File: config.mk
export PLATFORM = sky130hd
export DESIGN_NAME = serial_sub4
export DESIGN_NICKNAME = d
export VERILOG_FILES = /design/src/rtl/sub_pkg.sv /design/src/rtl/full_sub_cell.sv /design/src/rtl/serial_sub4.sv
export SDC_FILE = /design/constraint.sdc
export NUM_CORES = 1
export LEC_CHECK = 0
export CAP_MARGIN = 10
export CORE_MARGIN = 3
export CORE_UTILIZATION = 55
export CTS_BUF_LIST = sky130_fd_sc_hd__clkbuf_16
export DETAILED_ROUTE_END_ITERATION = 6
export DONT_BUFFER_PORTS = 1
export GPL_ROUTABILITY_DRIVEN = 0
export PLACE_DENSITY = 0.7
export SETUP_SLACK_MARGIN = 0.4
export SLEW_MARGIN = 20
export SYNTH_ARGS = -nofsm -noshare
export SYNTH_HDL_FRONTEND = slang
export SYNTH_SLANG_ARGS = --single-unit
File: constraint.sdc
create_clock -name clk -period 1.6 [get_ports clk]
set_input_delay 0.24 -clock clk [delete_from_list [all_inputs] [get_ports clk]]
set_output_delay 0.24 -clock clk [all_outputs]
set_load 0.02 [all_outputs]
File: src/rtl/sub_pkg.sv
// Shared definitions for the bit-serial subtractor: FSM state encoding and
// a constant-width helper for the bit counter.
package sub_pkg;

  typedef enum logic [1:0] {
    S_IDLE  = 2'd0,
    S_SHIFT = 2'd1,
    S_DONE  = 2'd2
  } state_e;

  // Ceiling log2, never below 1 so a counter always has at least one bit.
  function automatic int clog2(input int value);
    int r;
    r = 0;
    for (int i = 0; i < 31; i++) begin
      if ((1 << i) < value) r = i + 1;
    end
    return (r < 1) ? 1 : r;
  endfunction

endpackage

File: src/rtl/full_sub_cell.sv
// One-bit full subtractor: d = a - b - bin, bout set when the column borrows.
module full_sub_cell (
  input  logic a,
  input  logic b,
  input  logic bin,
  output logic d,
  output logic bout
);

  assign d    = a ^ b ^ bin;
  assign bout = (~a & b) | (~(a ^ b) & bin);

endmodule

File: src/rtl/serial_sub4.sv
// Bit-serial subtractor diff = a - b, LSB first, behind valid/ready ports.
// Optional signed-overflow output ovf is built when SERIAL_SUB_OVF_EN is defined.
module serial_sub4
  import sub_pkg::*;
#(
  parameter int WIDTH = 4
) (
  input  logic             clk,
  input  logic             rst_n,
  input  logic             in_valid,
  output logic             in_ready,
  input  logic [WIDTH-1:0] a,
  input  logic [WIDTH-1:0] b,
  output logic             out_valid,
  input  logic             out_ready,
  output logic [WIDTH-1:0] diff,
  output logic             borrow_out
`ifdef SERIAL_SUB_OVF_EN
  ,
  output logic             ovf
`endif
);

  localparam int CW = clog2(WIDTH);

  // Handshakes: a transfer happens on a rising edge where valid && ready;
  // in_ready and out_valid are registered, and no drain and accept share a cycle.

  state_e           state_q, state_d;
  logic             in_ready_q, in_ready_d;
  logic             out_valid_q, out_valid_d;
  logic [WIDTH-1:0] a_sh_q, a_sh_d;
  logic [WIDTH-1:0] b_sh_q, b_sh_d;
  logic [WIDTH-2:0] res_q, res_d;
  logic [WIDTH-1:0] diff_q, diff_d;
  logic             br_q, br_d;
  logic             borrow_q, borrow_d;
  logic [CW-1:0]    cnt_q, cnt_d;

  logic             cell_d;
  logic             cell_bout;
  logic [WIDTH-1:0] res_full;
  logic             accept;
  logic             finish;

  full_sub_cell u_cell (
    .a    (a_sh_q[0]),
    .b    (b_sh_q[0]),
    .bin  (br_q),
    .d    (cell_d),
    .bout (cell_bout)
  );

  // The newest difference bit enters at the top; the final shift completes the word.
  assign res_full = {cell_d, res_q};
  assign accept   = (state_q == S_IDLE) && in_ready_q && in_valid;
  assign finish   = (state_q == S_SHIFT) && (cnt_q == CW'(WIDTH - 1));

  always_comb begin
    state_d     = state_q;
    in_ready_d  = in_ready_q;
    out_valid_d = out_valid_q;
    a_sh_d      = a_sh_q;
    b_sh_d      = b_sh_q;
    res_d       = res_q;
    diff_d      = diff_q;
    br_d        = br_q;
    borrow_d    = borrow_q;
    cnt_d       = cnt_q;
    case (state_q)
      S_IDLE: begin
        if (accept) begin
          a_sh_d     = a;
          b_sh_d     = b;
          br_d       = 1'b0;
          cnt_d      = '0;
          in_ready_d = 1'b0;
          state_d    = S_SHIFT;
        end else begin
          in_ready_d = 1'b1;
        end
      end
      S_SHIFT: begin
        a_sh_d = a_sh_q >> 1;
        b_sh_d = b_sh_q >> 1;
        br_d   = cell_bout;
        res_d  = res_full[WIDTH-1:1];
        cnt_d  = cnt_q + 1'b1;
        if (finish) begin
          diff_d      = res_full;
          borrow_d    = cell_bout;
          out_valid_d = 1'b1;
          state_d     = S_DONE;
        end
      end
      S_DONE: begin
        if (out_ready) begin
          out_valid_d = 1'b0;
          in_ready_d  = 1'b1;
          state_d     = S_IDLE;
        end
      end
      default: begin
        state_d = S_IDLE;
      end
    endcase
  end

  always_ff @(posedge clk or negedge rst_n) begin
    if (!rst_n) begin
      state_q     <= S_IDLE;
      in_ready_q  <= 1'b0;
      out_valid_q <= 1'b0;
      a_sh_q      <= '0;
      b_sh_q      <= '0;
      res_q       <= '0;
      diff_q      <= '0;
      br_q        <= 1'b0;
      borrow_q    <= 1'b0;
      cnt_q       <= '0;
    end else begin
      state_q     <= state_d;
      in_ready_q  <= in_ready_d;
      out_valid_q <= out_valid_d;
      a_sh_q      <= a_sh_d;
      b_sh_q      <= b_sh_d;
      res_q       <= res_d;
      diff_q      <= diff_d;
      br_q        <= br_d;
      borrow_q    <= borrow_d;
      cnt_q       <= cnt_d;
    end
  end

  assign in_ready   = in_ready_q;
  assign out_valid  = out_valid_q;
  assign diff       = diff_q;
  assign borrow_out = borrow_q;

`ifdef SERIAL_SUB_OVF_EN
  // Operand MSBs are lost from the shift registers, so keep a copy for overflow.
  logic a_msb_q, a_msb_d;
  logic b_msb_q, b_msb_d;
  logic ovf_q, ovf_d;

  always_comb begin
    a_msb_d = a_msb_q;
    b_msb_d = b_msb_q;
    ovf_d   = ovf_q;
    if (accept) begin
      a_msb_d = a[WIDTH-1];
      b_msb_d = b[WIDTH-1];
    end
    if (finish) begin
      ovf_d = (a_msb_q != b_msb_q) && (cell_d != a_msb_q);
    end
  end

  always_ff @(posedge clk or negedge rst_n) begin
    if (!rst_n) begin
      a_msb_q <= 1'b0;
      b_msb_q <= 1'b0;
      ovf_q   <= 1'b0;
    end else begin
      a_msb_q <= a_msb_d;
      b_msb_q <= b_msb_d;
      ovf_q   <= ovf_d;
    end
  end

  assign ovf = ovf_q;
`endif

endmodule

==> run_results.csv, run 1 <==
group,metric,value,unit
run_status,status,"complete, no violations",
yosys,synth_top_cell_by_area,"dfrtp_1",
floorplanning,die_height,50.80,µm
drt,wl,2.127,mm
worst_hold_path,hold_class,"primary input to register",
drt,route.detailed.drc,0,
worst_setup_path,reg2reg_from,"br_q",
yosys,yosys_most_used_dff,"dfrtp_1",
yosys,synth_xor_area_share,0,%
worst_setup_path,crit_start,"br_q",
yosys,synth_top_family_by_area,"compound AO/OA/AOI/OAI gates",
floorplanning,floorplan.initialDensity,61.25,%
worst_setup_path,cp.required,1.74,ns
sta,period_minus_slack,1.296,ns
sta,hold_violations,0,
layout,fillers,137,
floorplanning,placementRows,15,
floorplanning,io_pins,19,
worst_setup_path,crit_arrival,1.44,ns
cts,clk_pin_slew,0.06,ns
cts,cts_buffers,3,
yosys,synthArstFlopShare,100.0,%
placement,place_hpwl,1.382,mm
worst_setup_path,path_max_fanout,2,
sta,fin_crit_sh,81.00,%
global_routing,antenna_found_initial,0,
layout,drive_gt1_share,35.42,%
worst_hold_path,hold_start,"out_ready",
sta,clock_skew,0.001742,ns
worst_setup_path,ff2ff_setup_slack,0.30,ns
yosys,synth_mux_area_share,10.54,%
yosys,syn_nets,101,
worst_setup_path,startpoint_type,"register",
yosys,synth.most_common_cell,"dfrtp_1",
worst_hold_path,min_delay_worst_endpoint,"state_q[1]",
global_routing,grt_usage,20.00,%
floorplanning,coreArea,1802,µm²
yosys,synth-seq-cells,23,
drt,drtIter0Drc,12,
worst_setup_path,r2r_end,"res_q[2]",
power_and_ir_drop,p_total,3060,µW
cts,clk_latency,0.25,ns
yosys,synth_cell_type_count,25,
yosys,syn_area,1104,µm²
layout,area.growth.synth_to_final,15.65,%
cts,cts_tree,"yes",
placement,io_buffers,0,
global_routing,grt_pass1_wl,3.608,mm
sta,fin_tns_setup,0,ns
drt,num_vias,721,
yosys,ys_top_cells_by_count,"23 x dfrtp_1, 12 x o22ai_1, 8 x a21oi_1, 5 x mux2_1, 5 x nand2_1",
drt,via_per_inst,5.959,
sta,fmax,771.6,MHz
worst_setup_path,reg2reg_depth,3,
global_routing,first_global_vias,740,
drt,drt-wirelength-per-cell,17.58,µm
worst_setup_path,path_class,"register to register",
yosys,synth-simple-area-share,8.163,%
sta,finalSetupViolCount,0,
power_and_ir_drop,power.density,2398,nW/µm²
power_and_ir_drop,power.leakage,0.0005832,µW
yosys,synth_cells,87,
yosys,synth-adder-area-share,2.948,%
sta,worstMarginPinSlew,0.2900,ns
yosys,synth_warnings,0,
sta,rsz0062_at_grt,"yes",
floorplanning,die_area,2580,µm²
layout,diodes,0,
yosys,synth.top_cell.area_share,52.15,%
yosys,synth_area_per_cell,12.68,µm²
drt,antenna_left,0,
yosys,synth_compound_area_share,18.59,%
floorplanning,die_x,50.80,µm
sta,finalMaxSlewViolations,0,
sta,maxSlewHeadroom,80.67,%
yosys,synth_edf_count,0,
cts,clockRootBuffer,"clkbuf_16",
worst_setup_path,end_kind,"register",
cts,cts_max_level,1,
global_routing,grt_max_degree,24,
worst_hold_path,whs_path_depth,1,
cts,cts.sinks,23,
sta,fin_ws,0.3040,ns
global_routing,gr-total-overflow,0,
job,cap_violations,0,
layout,fin_nets,111,
yosys,synth_area_leaders,"dfrtp_1 52%, o22ai_1 6.8%, mux2_4 5.4%",
yosys,ys_seq_area_share,52.15,%
drt,firstDrtPassIters,4,
placement,post-place-ws,0.2788,ns
power_and_ir_drop,vdd_drop_max,1633,µV
cts,cts_max_path_buffers,2,
[metrics by stage]
| stage | cells | area, µm² | hold WS, ns | utilization, % |
|---|---|---|---|---|
| after detailed placement | 108 | 1086 | -0.05496 | 60.28 |
| after global routing | 121 | 1276 | 0.05602 | 70.83 |
| after floorplan | 87 | 1109 | -0.05559 | - |
| after CTS | 115 | 1207 | -0.3309 | 67.01 |
| after global placement | 108 | 1086 | -0.05491 | 60.28 |
| final | 121 | 1276 | 0.06249 | 70.83 |
[worst max-delay path, stage by stage, from the launching register on]
cell and delay, ns:
dfrtp_1 0.36, inv_2 0.05, fa_1 0.50, mux2_4 0.28
[flip-flops by register name, summed over array words and instances, names as in the netlist]
signal	count
diff	4
state_q	2
cnt_q	2
br_q	1
borrow_out	1
res_q	3
in_ready	1
out_valid	1
a_sh_q	4
b_sh_q	4
[cells in the final DEF (no fill, tap or decap)]
| cell | netlist | layout |
|---|---|---|
| clkinv_2 | 0 | 1 |
| o31ai_1 | 1 | 1 |
| inv_6 | 1 | 1 |
| clkbuf_16 | 0 | 3 |
| inv_4 | 1 | 1 |
| o22a_1 | 1 | 1 |
| dfrtp_1 | 23 | 19 |
| and2_4 | 0 | 1 |
| mux2_4 | 4 | 8 |
| fa_1 | 1 | 1 |
| o21a_1 | 1 | 1 |
| o22ai_1 | 12 | 12 |
| buf_4 | 0 | 6 |
| dlygate4sd3_1 | 0 | 1 |
| ha_4 | 0 | 1 |
| inv_2 | 0 | 2 |
| o2bb2ai_1 | 1 | 1 |
| a2bb2oi_1 | 2 | 2 |
| dfrtp_2 | 0 | 4 |
| clkbuf_2 | 0 | 1 |
| a21oi_1 | 8 | 8 |
| o21ai_1 | 3 | 3 |
| nand3b_4 | 2 | 2 |
| inv_1 | 4 | 2 |
| nand2_1 | 5 | 5 |
| nand2b_4 | 1 | 1 |
| a22o_1 | 1 | 1 |
| mux2_1 | 5 | 1 |
| nor2_1 | 3 | 3 |
| buf_12 | 1 | 1 |
| o21ai_4 | 1 | 1 |
[kinds of logic (layout without fill, tap and decap cells)]
logic type / Yosys count / count (layout)
AO/OA/AOI/OAI: 31 / 31
adder cells (fa/ha/maj): 2 / 2
buffers and inverters: 10 / 19
flip-flops: 23 / 23
multiplexers: 9 / 9
AND/OR/NAND/NOR: 12 / 12
[cell type report]
class,instances,area [µm²],area share (%)
clock buffer,3,75.07,5.882
clock inverter,1,5.005,0.3922
inverter,6,30.03,2.353
multi-input combinational,54,474.2,37.16
sequential,23,580.6,45.49
tap,25,31.28,2.451
timing repair buffer,9,80.08,6.275
[routing by layer]
layer / vias to the layer above / GRT usage [%] / part of all wire (%)
met5: - / 0 / 0
met4: 0 / 12.11 / 2.1
met3: 4 / 4.748 / 3.9
met2: 23 / 33.48 / 52
met1: 357 / 22.94 / 42
li1: 337 / - / -
[where the power goes]
| group | switching, µW | internal, µW | total [µW] |
|---|---|---|---|
| Sequential | 397 | 878 | 1270 |
| Combinational | 530 | 721 | 1250 |
| Clock | 198 | 336 | 534 |
[worst max path at each step]
stage / cells after the start / slack, ns / end
3_5_place_dp: 3 / 0.28 / cnt_q[0]
5_1_grt: 3 / 0.27 / res_q[2]
2_1_floorplan: 2 / 0.36 / res_q[2]
3_3_place_gp: 3 / 0.32 / cnt_q[0]
6_report: 3 / 0.30 / res_q[2]
4_1_cts: 3 / 0.30 / res_q[2]
[repair_timing]
item                                    CTS  global route
pin swaps                                 1             4
gates cloned                              0             0
gates resized for setup                   8             4
endpoints found under the setup margin   15            10
setup buffers                             3             4
hold endpoints to repair                 23            23
Power figures use the tool's default switching activity.
==> run 2, diff against run 1 <==
Settings changed: CORE_UTILIZATION 55 to 54, PLACE_DENSITY 0.7 to 0.72.
Clock period 1.6 ns to 1.1 ns, I/O delays scaled along.
==> run 2 against run 1 <==
Compared with the run above:
- the flow now finishes with violations (negative hold slack, negative setup slack)
- cell area grew 23%
- combinational power grew 140%
- count of clock-buffer cells in the layout is the same
- hold slack lost 0.46 ns
- critical path depth is the same
- largest cell class is now multi-input gates
- sequential share of layout area shrank 8.5 points
- non-clock buffer count grew 15
- highest routed layer unchanged
- register-to-register slack lost 0.50 ns
- total power grew 85%
- clock skew grew 0.00067 ns
- flip-flop and latch count is the same
==> run_results.csv, run 2 (synthesized netlist as in run 1, its figures left out) <==
group,metric,value,unit
layout,drive_gt1_share,65.18,%
sta,clock_skew,0.002413,ns
power_and_ir_drop,internal_power,3566,µW
sta,fin_tns_setup,-0.9740,ns
drt,drt-wirelength-per-cell,21.23,µm
power_and_ir_drop,power.density,3603,nW/µm²
drt,via_per_inst,6.131,
worst_setup_path,reg2reg_from,"b_sh_q[0]",
placement,post-place-ws,-0.1766,ns
run_status,status,"finished, violations left",
drt,drtIter0Drc,9,
cts,clk_latency,0.25,ns
layout,multi_input_area,609.3,µm²
power_and_ir_drop,clkPwrFrac,13.8,%
sta,rsz0062_at_grt,"yes",
global_routing,grt_pass1_wl,4.650,mm
floorplanning,die_area,2622,µm²
sta,fmax,770.6,MHz
worst_setup_path,crit_arrival,1.44,ns
sta,hold_violations,24,
worst_setup_path,end_kind,"register",
layout,area.growth.synth_to_final,42.74,%
sta,holdWs,-0.4018,ns
floorplanning,die_x,51.21,µm
power_and_ir_drop,switching_share,37.17,%
worst_setup_path,r2r_end,"res_q[2]",
sta,worstMarginPinSlew,0.2808,ns
worst_setup_path,path_class,"register to register",
cts,clk_pin_slew,0.06,ns
cts,cts_max_path_buffers,2,
sta,maxSlewHeadroom,81.28,%
power_and_ir_drop,p_switching,2110,µW
power_and_ir_drop,power_frac_seq,32.5,%
layout,fillers,84,
worst_setup_path,ff2ff_setup_slack,-0.20,ns
power_and_ir_drop,power.leakage,0.0007199,µW
placement,place_hpwl,1.561,mm
sta,fin_ws,-0.1978,ns
job,cap_violations,0,
sta,fin_crit_sh,118.0,%
floorplanning,coreArea,1821,µm²
drt,num_vias,840,
worst_setup_path,path_max_fanout,2,
floorplanning,io_pins,19,
global_routing,grt_max_degree,24,
worst_setup_path,startpoint_type,"register",
layout,final_util,86.53,%
run_status,violations,"negative hold slack, negative setup slack",
layout,fin_nets,127,
sta,finalMaxSlewViolations,0,
global_routing,antenna_found_initial,0,
cts,cts_max_level,1,
drt,route.detailed.drc,0,
floorplanning,die_height,51.21,µm
cts,cts_buffers,3,
drt,wl,2.908,mm
power_and_ir_drop,pwr-share-comb,53.7,%
placement,io_buffers,0,
sta,finalSetupViolCount,17,
sta,period_minus_slack,1.298,ns
floorplanning,floorplan.initialDensity,60.62,%
layout,layout_commonest_cell,"dfrtp_1",
global_routing,first_global_vias,872,
floorplanning,placementRows,15,
drt,antenna_left,0,
layout,diodes,0,
worst_hold_path,hold_class,"primary input to async pin",
worst_setup_path,reg2reg_depth,3,
cts,cts_tree,"yes",
power_and_ir_drop,vdd_drop_max,2388,µV
global_routing,gr-total-overflow,0,
layout,fin_cells,137,
drt,firstDrtPassIters,4,
worst_setup_path,cp.required,1.24,ns
global_routing,grt_usage,25.02,%
cts,cts.sinks,23,
layout,final_cell_mix,"17 x dfrtp_1, 14 x buf_4, 12 x o22ai_2",
layout,regArea,583.1,µm²
placement,placedCellCount,124,
cts,clockRootBuffer,"clkbuf_16",
[run 2: cell count changes in the layout (fill, tap and decap cells not counted), moves of 8 or more]
cell,change
o22ai_2,+12
o22ai_1,-12
buf_4,+8
buf_6,+8
[run 2: cell type report]
class / instances / area share (%)
clock buffers: 3 / 4.766
clock inverters: 1 / 0.2383
inverters: 6 / 2.383
multi-input cells: 55 / 38.68
flip-flops and latches: 23 / 37.01
well taps: 25 / 1.986
repair buffers: 24 / 14.93
[run 2: how the worst max path moves through the flow]
stage / from / end / slack, ns
after CTS: br_q / res_q[2] / -0.18
after floorplan: a_sh_q[0] / res_q[2] / -0.14
after global placement: br_q / diff[3] / -0.15
final: b_sh_q[0] / res_q[2] / -0.20
after detailed placement: br_q / res_q[2] / -0.18
after global routing: b_sh_q[0] / res_q[2] / -0.23
[run 2: timing repair]
action	CTS	global route
endpoints found under the hold margin	24	24
setup buffers	6	2
pin swaps	9	2
cloned	1	0
setup endpoints to repair	30	30
gates resized for setup	26	10
[run 2: power by group through the flow]
stage | combinational, µW | sequential [µW] | clock, µW
after global routing | 3270 | 1900 | 821
after CTS | 2810 | 1790 | 783
after floorplan | 1700 | 1680 | 0
after detailed placement | 2300 | 1760 | 0
final | 3050 | 1840 | 784
after global placement | 2210 | 1720 | 0
[run 2: metrics by stage]
step	hold WS (ns)	cell area, µm²	total power, µW
final	-0.4018	1575	5676
after global routing	-0.4086	1575	5998
after CTS	-0.4021	1526	5389
after detailed placement	-0.1301	1270	4058
after global placement	-0.1299	1270	3932
after floorplan	-0.1306	1147	3384
[run 2: per-layer routing]
| metal | wire length (µm) | GRT usage (%) | up-vias |
|---|---|---|---|
| li1 | - | - | 375 |
| met1 | 1210 | 32.38 | 439 |
| met2 | 1549 | 42.06 | 19 |
| met3 | 87 | 4.665 | 7 |
| met4 | 61 | 8.072 | 0 |
| met5 | 0 | 0 | - |
[run 2: worst max-delay path, stage by stage (launching register included)]
cell and delay, ns:
dfrtp_1 0.40, inv_2 0.07, fa_2 0.44, mux2_4 0.28
==> edit: new RTL, settings of run 2 <==
Build with the macro `SERIAL_SUB_OVF_EN` defined.
--- a/src/rtl/serial_sub4.sv
+++ b/src/rtl/serial_sub4.sv
@@ -1,5 +1,7 @@
 // Bit-serial subtractor diff = a - b, LSB first, behind valid/ready ports.
 // Optional signed-overflow output ovf is built when SERIAL_SUB_OVF_EN is defined.
+`define SERIAL_SUB_OVF_EN
+
 module serial_sub4
   import sub_pkg::*;
 #(
Behaviour (old outputs only; new: ovf): unchanged (equiv_simple and equiv_induct, registers matched by name and starting in step).
==> edit against run 2 <==
Critical path depth is 2 higher. Worst setup slack worse by 0.22 ns. Total power is 15% higher. Final area grew 19%. Wire length increased by 34%. The flow still finishes with violations (hold timing, setup timing). Sequential share of layout area fell by 1.9 points. Highest routed layer unchanged. Area after synthesis grew 11%. Sequential cell count grew 3. Count of clock-buffer cells in the layout unchanged.
==> edit: results (changes against run 2) <==
[status]
status=complete, but fails checks
violations=hold timing, setup timing

[pwr]
p_leak_nw=0.863  ; +20%
p_sw_share_pct=37.2  ; about the same
max-vdd-ir-drop_uv=2700  ; +13%

[drt]
vias=946  ; +13%
first_pass_iters=4  ; unchanged
wl_um=3900  ; +34%
drt_iter0_drc=27  ; +18

[sta]
finClkSkew_ns=0.00311  ; +0.000698 ns
setup_viol=26  ; +9
timing.final.ws_setup_ns=-0.415  ; -0.217 ns
worst-slew-pin-transition_ns=0.237  ; -0.0443 ns
hold_slack_ns=-0.406  ; -0.00425 ns
hold_violations=26  ; +8.3%
tns_ns=-3.02  ; -2.05 ns

[cells_and_area]
finalNetCount=145  ; +14%
antenna_cells=0  ; unchanged
nFillCells=71  ; -15%
drive_above_1_share_pct=71.5  ; +6.4 points

[synth]
synth.distinct_cells=28  ; +12%
ys.flop_type=dfrtp_1
synth_compound_area_share_pct=16.6  ; -2.0 points
muxShareOfSynthArea_pct=10.7  ; +0.12 points
synthAdderAreaFrac_pct=2.67  ; -0.28 points
yosysSeqAreaShare_pct=53.3  ; +1.2 points
synthTopCellsByArea=dfrtp_1 (53%), mux2_4 (6.2%), o2bb2ai_1 (5.0%)
synthXorXnorAreaFrac_pct=0  ; unchanged
ys_top_cells_by_count=dfrtp_1 (26), inv_1 (7), o2bb2ai_1 (7)
synth_fp_nets=109  ; +7.9%

[critical_path]
cpPeakStageDelay_ns=0.62  ; +0.18 ns
crit_slowest_cell=fa_2
crit_fanout=4  ; +2
arrival_ns=1.70  ; +0.26 ns

[clock_tree]
cts_buffers=3  ; unchanged
root_buffer=clkbuf_16
cts_buffer_depth=2  ; unchanged
insertion_delay_ns=0.26

[grt]
grt_pass1_wl_um=5110  ; +9.9%
grt_pass1_vias=1029  ; +18%
grt_max_degree=27  ; +13%
grt_usage_pct=26.0  ; +1.0 points

[placement]
place_ws_ns=-0.285  ; -0.108 ns
dpl.hpwl_um=1620  ; +3.5%

## edit: cell types whose count changed after synthesis, sizes merged, moves of 2 or more
cell / delta
a21oi: -5
o22ai: -12
a2bb2oi: -2
nor2b: +6
o2bb2ai: +6
dfrtp: +3
a22oi: +6
## edit: through the flow
step,hold WS (ns),instances,cell area (sq um)
global placement,-0.130,134,1370
floorplan,-0.131,95,1240
CTS,-0.409,153,1770
finish,-0.406,157,1870
global route,-0.418,157,1870
detailed placement,-0.130,134,1370
## edit: power by group through the flow
stage	sequential [W]	clock [W]	combinational (W)
after floorplan	0.00178	0	0.00148
after global placement	0.00175	0	0.00204
after detailed placement	0.00177	0	0.00212
after CTS	0.00181	0.000809	0.00317
after global routing	0.00193	0.000864	0.00399
final	0.00190	0.000819	0.00381
## edit: cells by family (layout without fill, tap and decap cells)
kind of cell,count (synthesis),after routing
AOI/OAI and AO/OA,26,26
DFF,26,26
and+or+nand+nor,20,20
buffers and inverters,11,46
muxes,10,10
adders and majority gates,2,2
## edit: area by class of cell
type	count	share of cell area, %
multi-input combinational	58	36.9
sequential	26	35.1
timing repair buffer	35	20.6
clock buffer	3	4.01
tap	27	1.80
inverter	7	1.40
clock inverter	1	0.200
## edit: what timing repair did
| item | in CTS | in global routing |
|---|---|---|
| resized for setup | 46 | 21 |
| endpoints found under the setup margin | 34 | 34 |
| buffers inserted | 14 | 4 |
| pin swaps | 19 | 11 |
| hold endpoints to repair | 26 | 26 |
| cloned | 1 | 0 |
## edit: path summary, 6_finish.rpt
kind                            from    endpoint  slack, ns  cells past startpoint
max in group asynchronous      rst_n  borrow_out       1.42                      0
setup reg to reg           b_sh_q[0]         ovf      -0.41                      5
min in group clk                b[3]     b_msb_q       0.03                      2
hold / removal                 rst_n   b_sh_q[2]      -0.41                      0
hold reg to reg             res_q[0]    res_q[0]       0.52                      1
setup / recovery           b_sh_q[0]         ovf      -0.41                      5
## edit: routing by layer
| layer | wire, um | GRT usage, % | part of all wire, % |
|---|---|---|---|
| met2 | 2070 | 47.1 | 53 |
| met5 | 0 | 0 | 0 |
| met1 | 1650 | 31.5 | 42 |
| met3 | 138 | 3.88 | 3.5 |
| met4 | 45 | 8.51 | 1.2 |
